**src/rtl/combo_attack_decoder.sv**
```systemverilog
`default_nettype none
// ============================================================================
// Module   : combo_attack_decoder
// Brief    : Decodes debounced buttons into attack_state: centre = light attack,
//            U,D,L,R,L,R within a per-step timeout = special attack + cooldown.
//            Define COMBO_MIRROR_EN to swap L/R while the player faces left.
// Revision : 1.0 - initial release
// ============================================================================
module combo_attack_decoder #(
  parameter int TICK_DIV       = 100_000,
  parameter int STEP_TIMEOUT   = 300,
  parameter int HOLD_TICKS     = 50,
  parameter int COOLDOWN_TICKS = 1000
) (
  input  logic       clk,
  input  logic       rst_n,
  input  logic       btn_u,
  input  logic       btn_d,
  input  logic       btn_l,
  input  logic       btn_r,
  input  logic       btn_c,
  input  logic       mirrored,
  output logic [1:0] attack_state,
  output logic       special_fire,
  output logic [2:0] combo_progress,
  output logic       cooldown_active
);

  localparam int c_PRESC_W   = (TICK_DIV > 1) ? $clog2(TICK_DIV) : 1;
  localparam int c_TICK_MAXV = (HOLD_TICKS > COOLDOWN_TICKS) ? HOLD_TICKS : COOLDOWN_TICKS;
  localparam int c_TICK_W    = $clog2(c_TICK_MAXV + 1);
  localparam int c_STEP_W    = $clog2(STEP_TIMEOUT + 1);

  localparam logic [c_PRESC_W-1:0] c_PRESC_LAST = c_PRESC_W'(TICK_DIV - 1);
  localparam logic [c_TICK_W-1:0]  c_TICK_MAX   = c_TICK_W'(c_TICK_MAXV);
  localparam logic [c_TICK_W-1:0]  c_HOLD_LAST  = c_TICK_W'(HOLD_TICKS - 1);
  localparam logic [c_TICK_W-1:0]  c_COOL_LAST  = c_TICK_W'(COOLDOWN_TICKS - 1);
  localparam logic [c_STEP_W-1:0]  c_STEP_LAST  = c_STEP_W'(STEP_TIMEOUT - 1);
  localparam logic [c_STEP_W-1:0]  c_STEP_MAX   = c_STEP_W'(STEP_TIMEOUT);
  localparam logic [2:0]           c_LAST_STEP  = 3'd5;

  typedef enum logic [1:0] {
    S_IDLE     = 2'd0,
    S_LIGHT    = 2'd1,
    S_SPECIAL  = 2'd2,
    S_COOLDOWN = 2'd3
  } state_t;

  state_t               r_state;
  state_t               w_state_nxt;
  logic [4:0]           r_btn_q;
  logic [4:0]           w_btn;
  logic [4:0]           w_press;
  logic [3:0]           w_dir;
  logic [3:0]           w_expect;
  logic                 w_multi;
  logic                 w_correct;
  logic                 w_tick;
  logic                 w_step_to;
  logic                 w_matcher_en;
  logic                 w_complete;
  logic                 w_accept;
  logic                 w_state_chg;
  logic [2:0]           r_progress;
  logic [2:0]           w_progress_nxt;
  logic [c_PRESC_W-1:0] r_presc;
  logic [c_TICK_W-1:0]  r_ticks;
  logic [c_STEP_W-1:0]  r_step;
  logic [1:0]           r_attack;
  logic [1:0]           w_attack_nxt;
  logic                 r_fire;
  logic                 w_fire_nxt;
  logic                 r_cool;
  logic                 w_cool_nxt;

  // Bit order: 0=U 1=D 2=L 3=R 4=C
  assign w_btn   = {btn_c, btn_r, btn_l, btn_d, btn_u};
  assign w_press = w_btn & ~r_btn_q;

`ifdef COMBO_MIRROR_EN
  assign w_dir = mirrored ? {w_press[2], w_press[3], w_press[1:0]} : w_press[3:0];
`else
  logic w_unused_mirrored;
  assign w_unused_mirrored = mirrored;
  assign w_dir             = w_press[3:0];
`endif

  always_comb begin
    w_expect = 4'b0000;
    case (r_progress)
      3'd0:       w_expect = 4'b0001;
      3'd1:       w_expect = 4'b0010;
      3'd2, 3'd4: w_expect = 4'b0100;
      3'd3, 3'd5: w_expect = 4'b1000;
      default:    w_expect = 4'b0000;
    endcase
  end

  assign w_multi      = |(w_dir & (w_dir - 4'd1));
  assign w_correct    = (w_expect != 4'd0) && (w_dir == w_expect);
  assign w_tick       = (r_presc == c_PRESC_LAST);
  assign w_step_to    = (r_progress != 3'd0) && w_tick && (r_step == c_STEP_LAST);
  assign w_matcher_en = (r_state == S_IDLE) || (r_state == S_LIGHT);

  always_comb begin
    w_progress_nxt = r_progress;
    w_accept       = 1'b0;
    w_complete     = 1'b0;
    if (!w_matcher_en) begin
      w_progress_nxt = 3'd0;
    end else if (w_dir != 4'd0) begin
      if (w_multi) begin
        w_progress_nxt = 3'd0;
      end else if (w_correct) begin
        w_accept = 1'b1;
        if (r_progress == c_LAST_STEP) begin
          w_complete     = 1'b1;
          w_progress_nxt = 3'd0;
        end else begin
          w_progress_nxt = r_progress + 3'd1;
        end
      end else if (w_dir[0]) begin
        // A stray U is itself the first step of a fresh attempt.
        w_accept       = 1'b1;
        w_progress_nxt = 3'd1;
      end else begin
        w_progress_nxt = 3'd0;
      end
    end else if (w_step_to) begin
      w_progress_nxt = 3'd0;
    end
  end

  always_comb begin
    w_state_nxt = r_state;
    case (r_state)
      S_IDLE: begin
        if (w_complete)      w_state_nxt = S_SPECIAL;
        else if (w_press[4]) w_state_nxt = S_LIGHT;
      end
      S_LIGHT: begin
        if (w_complete)                           w_state_nxt = S_SPECIAL;
        else if (w_tick && r_ticks == c_HOLD_LAST) w_state_nxt = S_IDLE;
      end
      S_SPECIAL: begin
        if (w_tick && r_ticks == c_HOLD_LAST) w_state_nxt = S_COOLDOWN;
      end
      S_COOLDOWN: begin
        if (w_tick && r_ticks == c_COOL_LAST) w_state_nxt = S_IDLE;
      end
      default: w_state_nxt = S_IDLE;
    endcase

    w_state_chg  = (w_state_nxt != r_state);
    w_attack_nxt = 2'b00;
    if (w_state_nxt == S_LIGHT)   w_attack_nxt = 2'b01;
    if (w_state_nxt == S_SPECIAL) w_attack_nxt = 2'b11;
    w_fire_nxt = (w_state_nxt == S_SPECIAL) && (r_state != S_SPECIAL);
    w_cool_nxt = (w_state_nxt == S_COOLDOWN);
  end

  always_ff @(posedge clk) begin
    if (!rst_n) begin
      r_state    <= S_IDLE;
      r_btn_q    <= 5'd0;
      r_progress <= 3'd0;
      r_presc    <= '0;
      r_ticks    <= '0;
      r_step     <= '0;
      r_attack   <= 2'b00;
      r_fire     <= 1'b0;
      r_cool     <= 1'b0;
    end else begin
      r_state    <= w_state_nxt;
      r_btn_q    <= w_btn;
      r_progress <= w_progress_nxt;
      r_attack   <= w_attack_nxt;
      r_fire     <= w_fire_nxt;
      r_cool     <= w_cool_nxt;

      // Restarting the divider on entry makes every hold an exact tick multiple.
      if (w_state_chg || w_accept || w_tick) r_presc <= '0;
      else                                   r_presc <= r_presc + c_PRESC_W'(1);

      if (w_state_chg)                            r_ticks <= '0;
      else if (w_tick && r_ticks != c_TICK_MAX)   r_ticks <= r_ticks + c_TICK_W'(1);

      if (w_progress_nxt == 3'd0 || w_accept)     r_step <= '0;
      else if (w_tick && r_step != c_STEP_MAX)    r_step <= r_step + c_STEP_W'(1);
    end
  end

  assign attack_state    = r_attack;
  assign special_fire    = r_fire;
  assign combo_progress  = r_progress;
  assign cooldown_active = r_cool;

endmodule
`default_nettype wire

```
**config.mk**
```make
export PLATFORM = sky130hd
export DESIGN_NAME = combo_attack_decoder
export DESIGN_NICKNAME = d
export VERILOG_FILES = /design/src/rtl/combo_attack_decoder.sv
export SDC_FILE = /design/constraint.sdc
export NUM_CORES = 1
export LEC_CHECK = 0
export ABC_AREA = 1
export CORE_MARGIN = 2
export CORE_UTILIZATION = 60
export DETAILED_ROUTE_END_ITERATION = 10
export GPL_TIMING_DRIVEN = 0
export PLACE_DENSITY = 0.9
export SETUP_SLACK_MARGIN = 0.2
export SLEW_MARGIN = 20
export SYNTH_ARGS = -nofsm -noshare
export SYNTH_HDL_FRONTEND = slang
export SYNTH_SLANG_ARGS = --single-unit
export TNS_END_PERCENT = 1
```
**constraint.sdc**
```tcl
create_clock -name clk -period 2.6 [get_ports clk]
set_clock_uncertainty 0.1 [all_clocks]
set_input_delay 0.26 -clock clk [delete_from_list [all_inputs] [get_ports clk]]
set_output_delay 0.26 -clock clk [all_outputs]
set_load 0.05 [all_outputs]
```
==> flow_summary.toml, run 1 <==
[status]
status = "finished, final reports clean"

[floorplan]
core_area_mm2 = 0.00475
die-height_um = 74.3
initial_core_util_pct = 62.4
die_area_mm2 = 0.00552
rows = 25
chipWidth_um = 74.3
io_pins = 15

[global_route]
antenna_found_initial = 0
grt_pass1_vias = 2504
grt_max_degree = 16
grt_usage_pct = 22.5
grt_pass1_wl_um = 9790
overflow = 0

[clock_network]
clk_pin_slew_worst_paths_ps = 90
post_cts_buffers = 0
root_buffer = "clkbuf_8"
cts_tree = "built"
clock_latency_ps = 300
cts_max_path_buffers = 2
cts_buffers = 5
cts_resized = 0
cts.sinks = 50
holdBufCountCts = 0
htree_levels = 2

[detailed_routing]
drt_iter0_markers = 105
wire_per_inst_um = 10.7
top_layer = "met4"
ant_nets = 0
viasPerCell = 4.98
vias = 2586
wl_met1_um = 2460
drc = 0
drt-total-wl_um = 5570
wl_met2_um = 2840
drt-pass1-iter-count = 4
wl_met3_um = 166

[timing]
relSlewSlack_pct = 62.9
finalSetupViolations = 0
slew_violations = 0
finalCriticalPeriod_ps = 2160
fin_setup_tns_ps = 0
hold_violations = 0
hold_slack_ps = 356
worst_slew_pin_slew_ps = 552
rsz0062_at_grt = "no"
fmax_ghz = 0.462
fin_crit_sh_pct = 83.3

[yosys]
syn-cell-area_mm2 = 0.00297
yosysSeqAreaShare_pct = 33.7
synth_cells = 432
ys_ff_latch = 50
yosys_most_used_dff = "dfxtp_1"
yosys_warnings = 0
async_reset_ff_share_pct = 0
yosysUniqueCellTypes = 33
synth_nets = 448
synth_edf_count = 0
syn_avg_cell_area_um2 = 6.87

[critical_path]
path_cells = "ha_1 -> nand3_2 -> nor4_1 -> nand3_1 -> o21ai_0 -> inv_1 -> nor3_1"
rrSetupSlack_ps = 440
worstSetupStartpointType = "flop"
crit_family = "simple AND/OR/NAND/NOR gates"
critPathSlowestCell = "nor4_1"
slowest_delay_ps = 550
critPathKind = "reg -> reg"
path_buf_inv = 1
cp-end-kind = "flop"
cp_max_fo = 6
arrival_ps = 2290
critPathRequiredTime_ps = 2730

[power_and_ir_drop]
p_clk_share_pct = 32.1
combPwrFrac_pct = 10.3
power_density_mw_per_mm2 = 418
p_seq_share_pct = 57.6
peakVddDrop_mv = 0.347
p_leak_nw = 1.35
swShare_pct = 26.2
switchingPower_uw = 358
power.internal_mw = 1.01

[final_layout]
area.sequential_mm2 = 0.00100
filler_cell_count = 419
drive_above_1_share_pct = 10.4
syn_to_final_growth_pct = 10.0
nNetsFinal = 468
antenna_cells = 0
multi_input_area_mm2 = 0.00159

[run]
maxCapViolCount = 0

[placed_design]
port_buffers = 13
finalWeightedCongestion = 0.933
dp.final_hpwl_um = 4290

[hold_path]
min_path_type = "reg -> reg"
metrics by stage:
step                      utilization (%)  area (um^2)  total power [mW]  instances  setup WS, ps
after CTS                            68.7         3270              1.38        519           416
after detailed placement             66.9         3180             0.947        512           282
after floorplan                         -         2970             0.907        432           421
after global routing                 68.7         3270              1.42        519           233
after global placement               66.9         3180             0.942        512           340
final                                68.7         3270              1.37        519           435
metal layers:
metal	GRT usage [%]	vias up
met5	0	-
met4	7.94	0
met3	4.07	13
met2	42.7	36
met1	25.0	1170
li1	-	1367
cells in the mapped netlist, drive strengths merged (3+ instances only):
cell,n,share of area [%]
dfxtp,50,34
nor3,18,3.6
nand4,14,3.0
nand2,87,11
ha,8,3.4
nor2,65,10
nor4,3,0.84
inv,96,12
a21oi,5,0.84
nand3,35,7.5
xnor2,7,2.1
xor2,21,6.2
o21ai,11,1.9
sequential cells by signal (all words and copies together) (netlist names):
signal,count
r_state,2
r_step,9
r_btn_q,5
r_ticks,10
special_fire,1
cooldown_active,1
combo_progress,3
attack_state,2
r_presc,17
path summary, 6_finish.rpt:
check | start | to | cells past startpoint
worst min-delay path | r_presc[0] | r_presc[0] | 1
worst max register to register | r_presc[0] | r_step[6] | 7
worst max-delay path | r_presc[0] | r_step[6] | 7
worst min register to register | r_presc[0] | r_presc[0] | 1
worst register-to-register path, delay by kind of cell (launching register included):
| kind | cells | cell delay [ps] |
|---|---|---|
| buf+inv | 1 | 60 |
| simple gates | 4 | 1130 |
| flops | 1 | 370 |
| compound gates | 1 | 220 |
| fa+ha+maj | 1 | 230 |
cell type report:
| cell class | count | area share [%] |
|---|---|---|
| Buffer | 2 | 0.460 |
| Clock buffer | 5 | 2.11 |
| Clock inverter | 2 | 0.460 |
| Inverter | 96 | 11.0 |
| Multi-Input combinational cell | 284 | 48.7 |
| Sequential cell | 50 | 30.7 |
| Tap cell | 67 | 2.57 |
| Timing Repair Buffer | 13 | 3.98 |
power groups by stage:
stage	logic (mW)	registers, mW	clock network [mW]
final	0.141	0.786	0.439
after global routing	0.156	0.788	0.479
after CTS	0.142	0.786	0.454
after detailed placement	0.142	0.804	0
after global placement	0.138	0.803	0
after floorplan	0.0956	0.811	0
layout by cell type (no fill, tap or decap), types with 11 or more instances in the layout:
| master | count |
|---|---|
| nor2_1 | 48 |
| o21ai_0 | 11 |
| dfxtp_1 | 50 |
| nand2_1 | 84 |
| nand3_1 | 27 |
| nor2_2 | 15 |
| nand4_1 | 14 |
| xor2_1 | 21 |
| nor3_1 | 16 |
| clkdlybuf4s50_1 | 13 |
| inv_1 | 92 |
kinds of logic (layout without fill, tap and decap cells):
group	Yosys count	count (layout)	synth area share, %
compound gates	19	19	3.58
xor+xnor	28	28	8.26
fa+ha+maj	8	8	3.37
buf+inv	98	118	12.6
flops	50	50	33.7
mux	2	2	0.759
simple gates	227	227	37.6
No activity file was read; power rests on OpenSTA's default activity.
==> run 2, diff against run 1 <==
Clock period 2.6 ns to 2.1 ns, I/O delays scaled along.
==> run 2 against run 1 <==
Compared with the run above: hold slack lost 19 ps; global-route usage grew 0.95 points; sequential cell count is the same; cell area grew 8.3%; total power grew 35%; via count grew 3.1%; critical path type unchanged; largest cell class unchanged; largest power group unchanged.
==> flow_summary.toml, run 2 (synthesized netlist as in run 1, its figures left out) <==
[critical_path]
path_cells = "ha_4 -> nand3_4 -> inv_4 -> nand2_4 -> nor2_2 -> nand3_2 -> nand2_1 -> inv_1 -> nand2_2 -> nand3_2 -> nand2_2 -> inv_2 -> ha_1 -> nand2_1 -> inv_1"
arrival_ps = 2120
path_buf_inv = 4
critPathKind = "reg -> reg"
slowest_delay_ps = 360
crit_family = "simple AND/OR/NAND/NOR gates"
critPathRequiredTime_ps = 2220
cp-end-kind = "flop"
critPathSlowestCell = "dfxtp_2"
worstSetupStartpointType = "flop"
cp_max_fo = 4

[detailed_routing]
ant_nets = 0
drt-pass1-iter-count = 5
viasPerCell = 5.03
drt_iter0_markers = 210
wire_per_inst_um = 11.6
vias = 2667
drc = 0
drt-total-wl_um = 6130

[power_and_ir_drop]
p_leak_nw = 1.49
power_density_mw_per_mm2 = 522
peakVddDrop_mv = 0.313
p_total_mw = 1.85

[timing]
fin_crit_sh_pct = 95.3
fin_ws_ps = 99.2
finalCriticalPeriod_ps = 2000
slew_violations = 0
rsz0062_at_grt = "yes"
fmax_ghz = 0.500
fin_setup_tns_ps = 0
worst_slew_pin_slew_ps = 502
finalSetupViolations = 0
hold_violations = 0
relSlewSlack_pct = 66.4

[final_layout]
filler_cell_count = 379
most-common-layout-cells = "inv_1 (90), nand2_1 (79), nor2_1 (44), dfxtp_1 (41), nand3_1 (25)"
final_cell_area_mm2 = 0.00354
area.sequential_mm2 = 0.00102
layout_commonest_cell = "inv_1"
syn_to_final_growth_pct = 19.2
regMostFlops = "r_presc"
antenna_cells = 0
largest_register_ffs = 17
drive_above_1_share_pct = 18.6
fin_util_pct = 74.4
largestRegisters = "r_presc: 17 flops, r_ticks: 10 flops, r_step: 9 flops"
nNetsFinal = 478
multi_input_area_mm2 = 0.00172

[clock_network]
cts_buffers = 5
cts_tree = "built"
clock_latency_ps = 310
cts_max_path_buffers = 2
root_buffer = "clkbuf_8"
htree_levels = 2
cts.sinks = 50
clk_pin_slew_worst_paths_ps = 90
holdBufCountCts = 0

[floorplan]
die-height_um = 74.3
core_area_mm2 = 0.00475
die_area_mm2 = 0.00552
rows = 25
initial_core_util_pct = 62.4
io_pins = 15
chipWidth_um = 74.3

[global_route]
top_usage_layer = "met2"
grt_max_degree = 17
grt_pass1_vias = 2460
grt_util_met3_pct = 4.74
grt_usage_pct = 23.4
globalRouteMet1Util_pct = 26.8
grt_pass1_wl_um = 10200
antenna_found_initial = 0
met2_usage_pct = 43.2
overflow = 0

[hold_path]
min_path_type = "in -> reg"

[placed_design]
preCtsSetupSlack_ps = -165
dp.final_hpwl_um = 4160
finalWeightedCongestion = 0.926
port_buffers = 13
place_area_mm2 = 0.00319

[run]
maxCapViolCount = 0

[status]
status = "finished, final reports clean"
[run 2: metrics by stage]
stage | hold slack (ps) | std cells
2_1_floorplan | 203 | 432
3_3_place_gp | 336 | 512
3_5_place_dp | 345 | 512
4_1_cts | 328 | 525
5_1_grt | 374 | 530
6_report | 337 | 530
[run 2: power by group]
group	total [mW]	switching, mW	leakage (nW)	internal (mW)
logic	0.224	0.135	1.02	0.0892
registers	0.974	0.0124	0.410	0.961
clock network	0.649	0.340	0.0567	0.310
total	1.85	0.487	1.49	1.36
[run 2: path summary, 6_finish.rpt]
| path | slack (ps) | endpoint | startpoint | cells after the start |
|---|---|---|---|---|
| worst min-delay path | 340 | r_btn_q[0] | btn_u | 3 |
| worst max register to register | 100 | attack_state[0] | r_presc[0] | 15 |
| worst min register to register | 440 | r_presc[0] | r_presc[0] | 2 |
| worst max-delay path | 100 | attack_state[0] | r_presc[0] | 15 |
[run 2: final cells by class]
type                       count  share of cell area [%]
buffer                         2                   0.672
clock buffer                   6                    2.65
clock inverter                 2                   0.389
inverter                      96                    10.3
multi-input combinational    285                    48.6
sequential                    50                    28.8
tap                           67                    2.37
timing repair buffer          22                    6.33
[run 2: tightest hold or removal path, cell delays in order]
cell,delay [ps]
clkdlybuf4s50_1,410
nand2_1,60
inv_1,30
[run 2: what timing repair did]
action / in CTS / in global routing
setup endpoints to repair: 40 / 41
endpoints found under the hold margin: 0 / 0
setup buffers: 4 / 4
gates resized for setup: 21 / 20
gates cloned: 1 / 1
pin swaps: 9 / 21
[run 2: per-layer routing]
metal  part of all wire (%)  routed length, um
met4                    2.0                120
met1                     41               2540
met5                      0                  0
met3                    4.3                264
met2                     52               3210
==> run 3, diff against run 2 <==
--- a/config.mk
+++ b/config.mk
@@ -9,6 +9,6 @@
 export CORE_MARGIN = 2
-export CORE_UTILIZATION = 60
+export CORE_UTILIZATION = 54
 export DETAILED_ROUTE_END_ITERATION = 10
 export GPL_TIMING_DRIVEN = 0
-export PLACE_DENSITY = 0.9
+export PLACE_DENSITY = 0.86
 export SETUP_SLACK_MARGIN = 0.2
==> constraint.sdc (replaced) <==
create_clock -name clk -period 1.7 [get_ports clk]
set_clock_uncertainty 0.1 [all_clocks]
set_input_delay 0.34 -clock clk [delete_from_list [all_inputs] [get_ports clk]]
set_output_delay 0.34 -clock clk [all_outputs]
set_load 0.05 [all_outputs]
==> run 3 against run 2 <==
Compared with the run above: the run now ends with negative setup slack left; critical endpoint is now r_step[2]; utilization shrank 8.7 points; largest power group unchanged; cell area shrank 3.4%; sequential cell count is the same.
==> flow_summary.toml, run 3 (synthesized netlist as in run 1, its figures left out) <==
[status]
status = "finished with violations"
violations = "negative setup slack"

[final_layout]
syn_to_final_growth_pct = 15.1
drive_above_1_share_pct = 17.5
largestRegisters = "r_presc: 17 flops, r_ticks: 10 flops, r_step: 9 flops"
antenna_cells = 0
layout_commonest_cell = "inv_1"
most-common-layout-cells = "inv_1 (90), nand2_1 (78), nor2_1 (46), dfxtp_1 (45), nand3_1 (25)"
regMostFlops = "r_presc"
nNetsFinal = 473
largest_register_ffs = 17
final_cell_area_mm2 = 0.00342

[critical_path]
critPathRequiredTime_ps = 1790
critPathKind = "reg -> reg"
path_cells = "ha_4 -> nand3_4 -> inv_2 -> nand2_2 -> nor3b_4 -> nand2_1 -> nand3_1 -> o21ai_1 -> nand2_1 -> nand2_2 -> nor2_4 -> nor3_1"
cp-end-kind = "flop"
cp_max_fo = 5
critPathSlowestCell = "dfxtp_2"
slowest_delay_ps = 360
worstSetupStartpointType = "flop"
arrival_ps = 2090

[timing]
fin_ws_ps = -299
rsz0062_at_grt = "yes"
fin_crit_sh_pct = 118
finalCriticalPeriod_ps = 2000
worst_slew_pin_slew_ps = 413
fmax_ghz = 0.500
finalSetupViolations = 42
slew_violations = 0
relSlewSlack_pct = 72.5
hold_violations = 0

[power_and_ir_drop]
p_leak_nw = 1.41
power.internal_mw = 1.61
p_clk_share_pct = 33.4
switchingPower_uw = 581
peakVddDrop_mv = 0.404
swShare_pct = 26.5
power_density_mw_per_mm2 = 642
p_seq_share_pct = 54.8
combPwrFrac_pct = 11.8

[floorplan]
rows = 26
die_area_mm2 = 0.00611
die-height_um = 78.1
core_area_mm2 = 0.00520
initial_core_util_pct = 57.0
chipWidth_um = 78.1
io_pins = 15

[placed_design]
preCtsSetupSlack_ps = -647
port_buffers = 13
finalWeightedCongestion = 0.882
dp.final_hpwl_um = 4370
place_area_mm2 = 0.00323

[run]
maxCapViolCount = 0

[global_route]
grt_pass1_wl_um = 10800
grt_pass1_vias = 2581
grt_usage_pct = 21.5
antenna_found_initial = 0
overflow = 0
grt_max_degree = 15

[clock_network]
cts_buffers = 5
htree_levels = 2
root_buffer = "clkbuf_8"
cts_max_path_buffers = 2
cts.sinks = 50
clk_pin_slew_worst_paths_ps = 90
cts_tree = "built"
clock_latency_ps = 310
holdBufCountCts = 0

[detailed_routing]
drt_iter0_markers = 159
drt-pass1-iter-count = 5
ant_nets = 0
wire_per_inst_um = 11.7
vias = 2649
drt-total-wl_um = 6200
drc = 0
viasPerCell = 5.02

[hold_path]
min_path_type = "in -> reg"
[run 3: cell types whose count changed in the layout (fill, tap and decap cells not counted), sizes merged]
cell           change
clkdlybuf4s15      +4
clkdlybuf4s50      -8
buf                -2
clkinv             -1
inv                -1
dlygate4sd2        +1
clkbuf             +2
[run 3: repair_timing]
action                     4_1_cts  5_1_grt
pin swaps                       11       12
gates cloned                     1        0
setup endpoints to repair       52       45
resized for setup               39        8
buffers inserted                 2        2
[run 3: worst max-delay path: cells and delay by family (launching register included)]
| family | cells | cell delay [ps] |
|---|---|---|
| AND/OR/NAND/NOR | 9 | 1110 |
| flip-flops | 1 | 360 |
| adder cells (fa/ha/maj) | 1 | 160 |
| buffers and inverters | 1 | 70 |
| AO/OA/AOI/OAI | 1 | 70 |
[run 3: power groups by stage]
stage	logic, mW	registers [mW]	clock network [mW]
floorplan	0.149	1.24	0
global placement	0.216	1.23	0
detailed placement	0.224	1.23	0
CTS	0.243	1.20	0.747
global route	0.286	1.20	0.789
finish	0.259	1.20	0.733
[run 3: path summary, 6_finish.rpt]
kind | slack (ps) | cells after the start | startpoint | endpoint
worst max-delay path | -300 | 12 | r_presc[1] | r_step[2]
worst min-delay path | 200 | 3 | btn_d | r_btn_q[1]
worst max register to register | -300 | 12 | r_presc[1] | r_step[2]
worst min register to register | 450 | 2 | r_presc[0] | r_presc[0]
[run 3: per-stage QoR]
| stage | utilization (%) | hold WS, ps | power (mW) | instances | setup TNS, ps |
|---|---|---|---|---|---|
| floorplan | - | 319 | 1.39 | 432 | -822 |
| global placement | 62.0 | 327 | 1.45 | 515 | -22500 |
| detailed placement | 62.0 | 361 | 1.46 | 515 | -23430 |
| CTS | 64.8 | 275 | 2.19 | 526 | -8770 |
| global route | 65.6 | 241 | 2.28 | 528 | -15050 |
| finish | 65.6 | 203 | 2.19 | 528 | -8470 |
[run 3: final cells by class]
cell class,count,area [um^2]
flip-flops and latches,50,1010
fillers,454,1790
multi-input cells,285,1690
inverters,96,360
repair buffers,17,151
well taps,70,87.6
clock buffers,8,90.1
plain buffers,2,23.8
[run 3: metal layers]
layer	track usage [%]	up-vias	wire length [um]
met5	0	-	0
met3	3.79	11	228
met1	25.3	1205	2750
li1	-	1376	-
met4	5.96	0	89
met2	40.1	57	3130
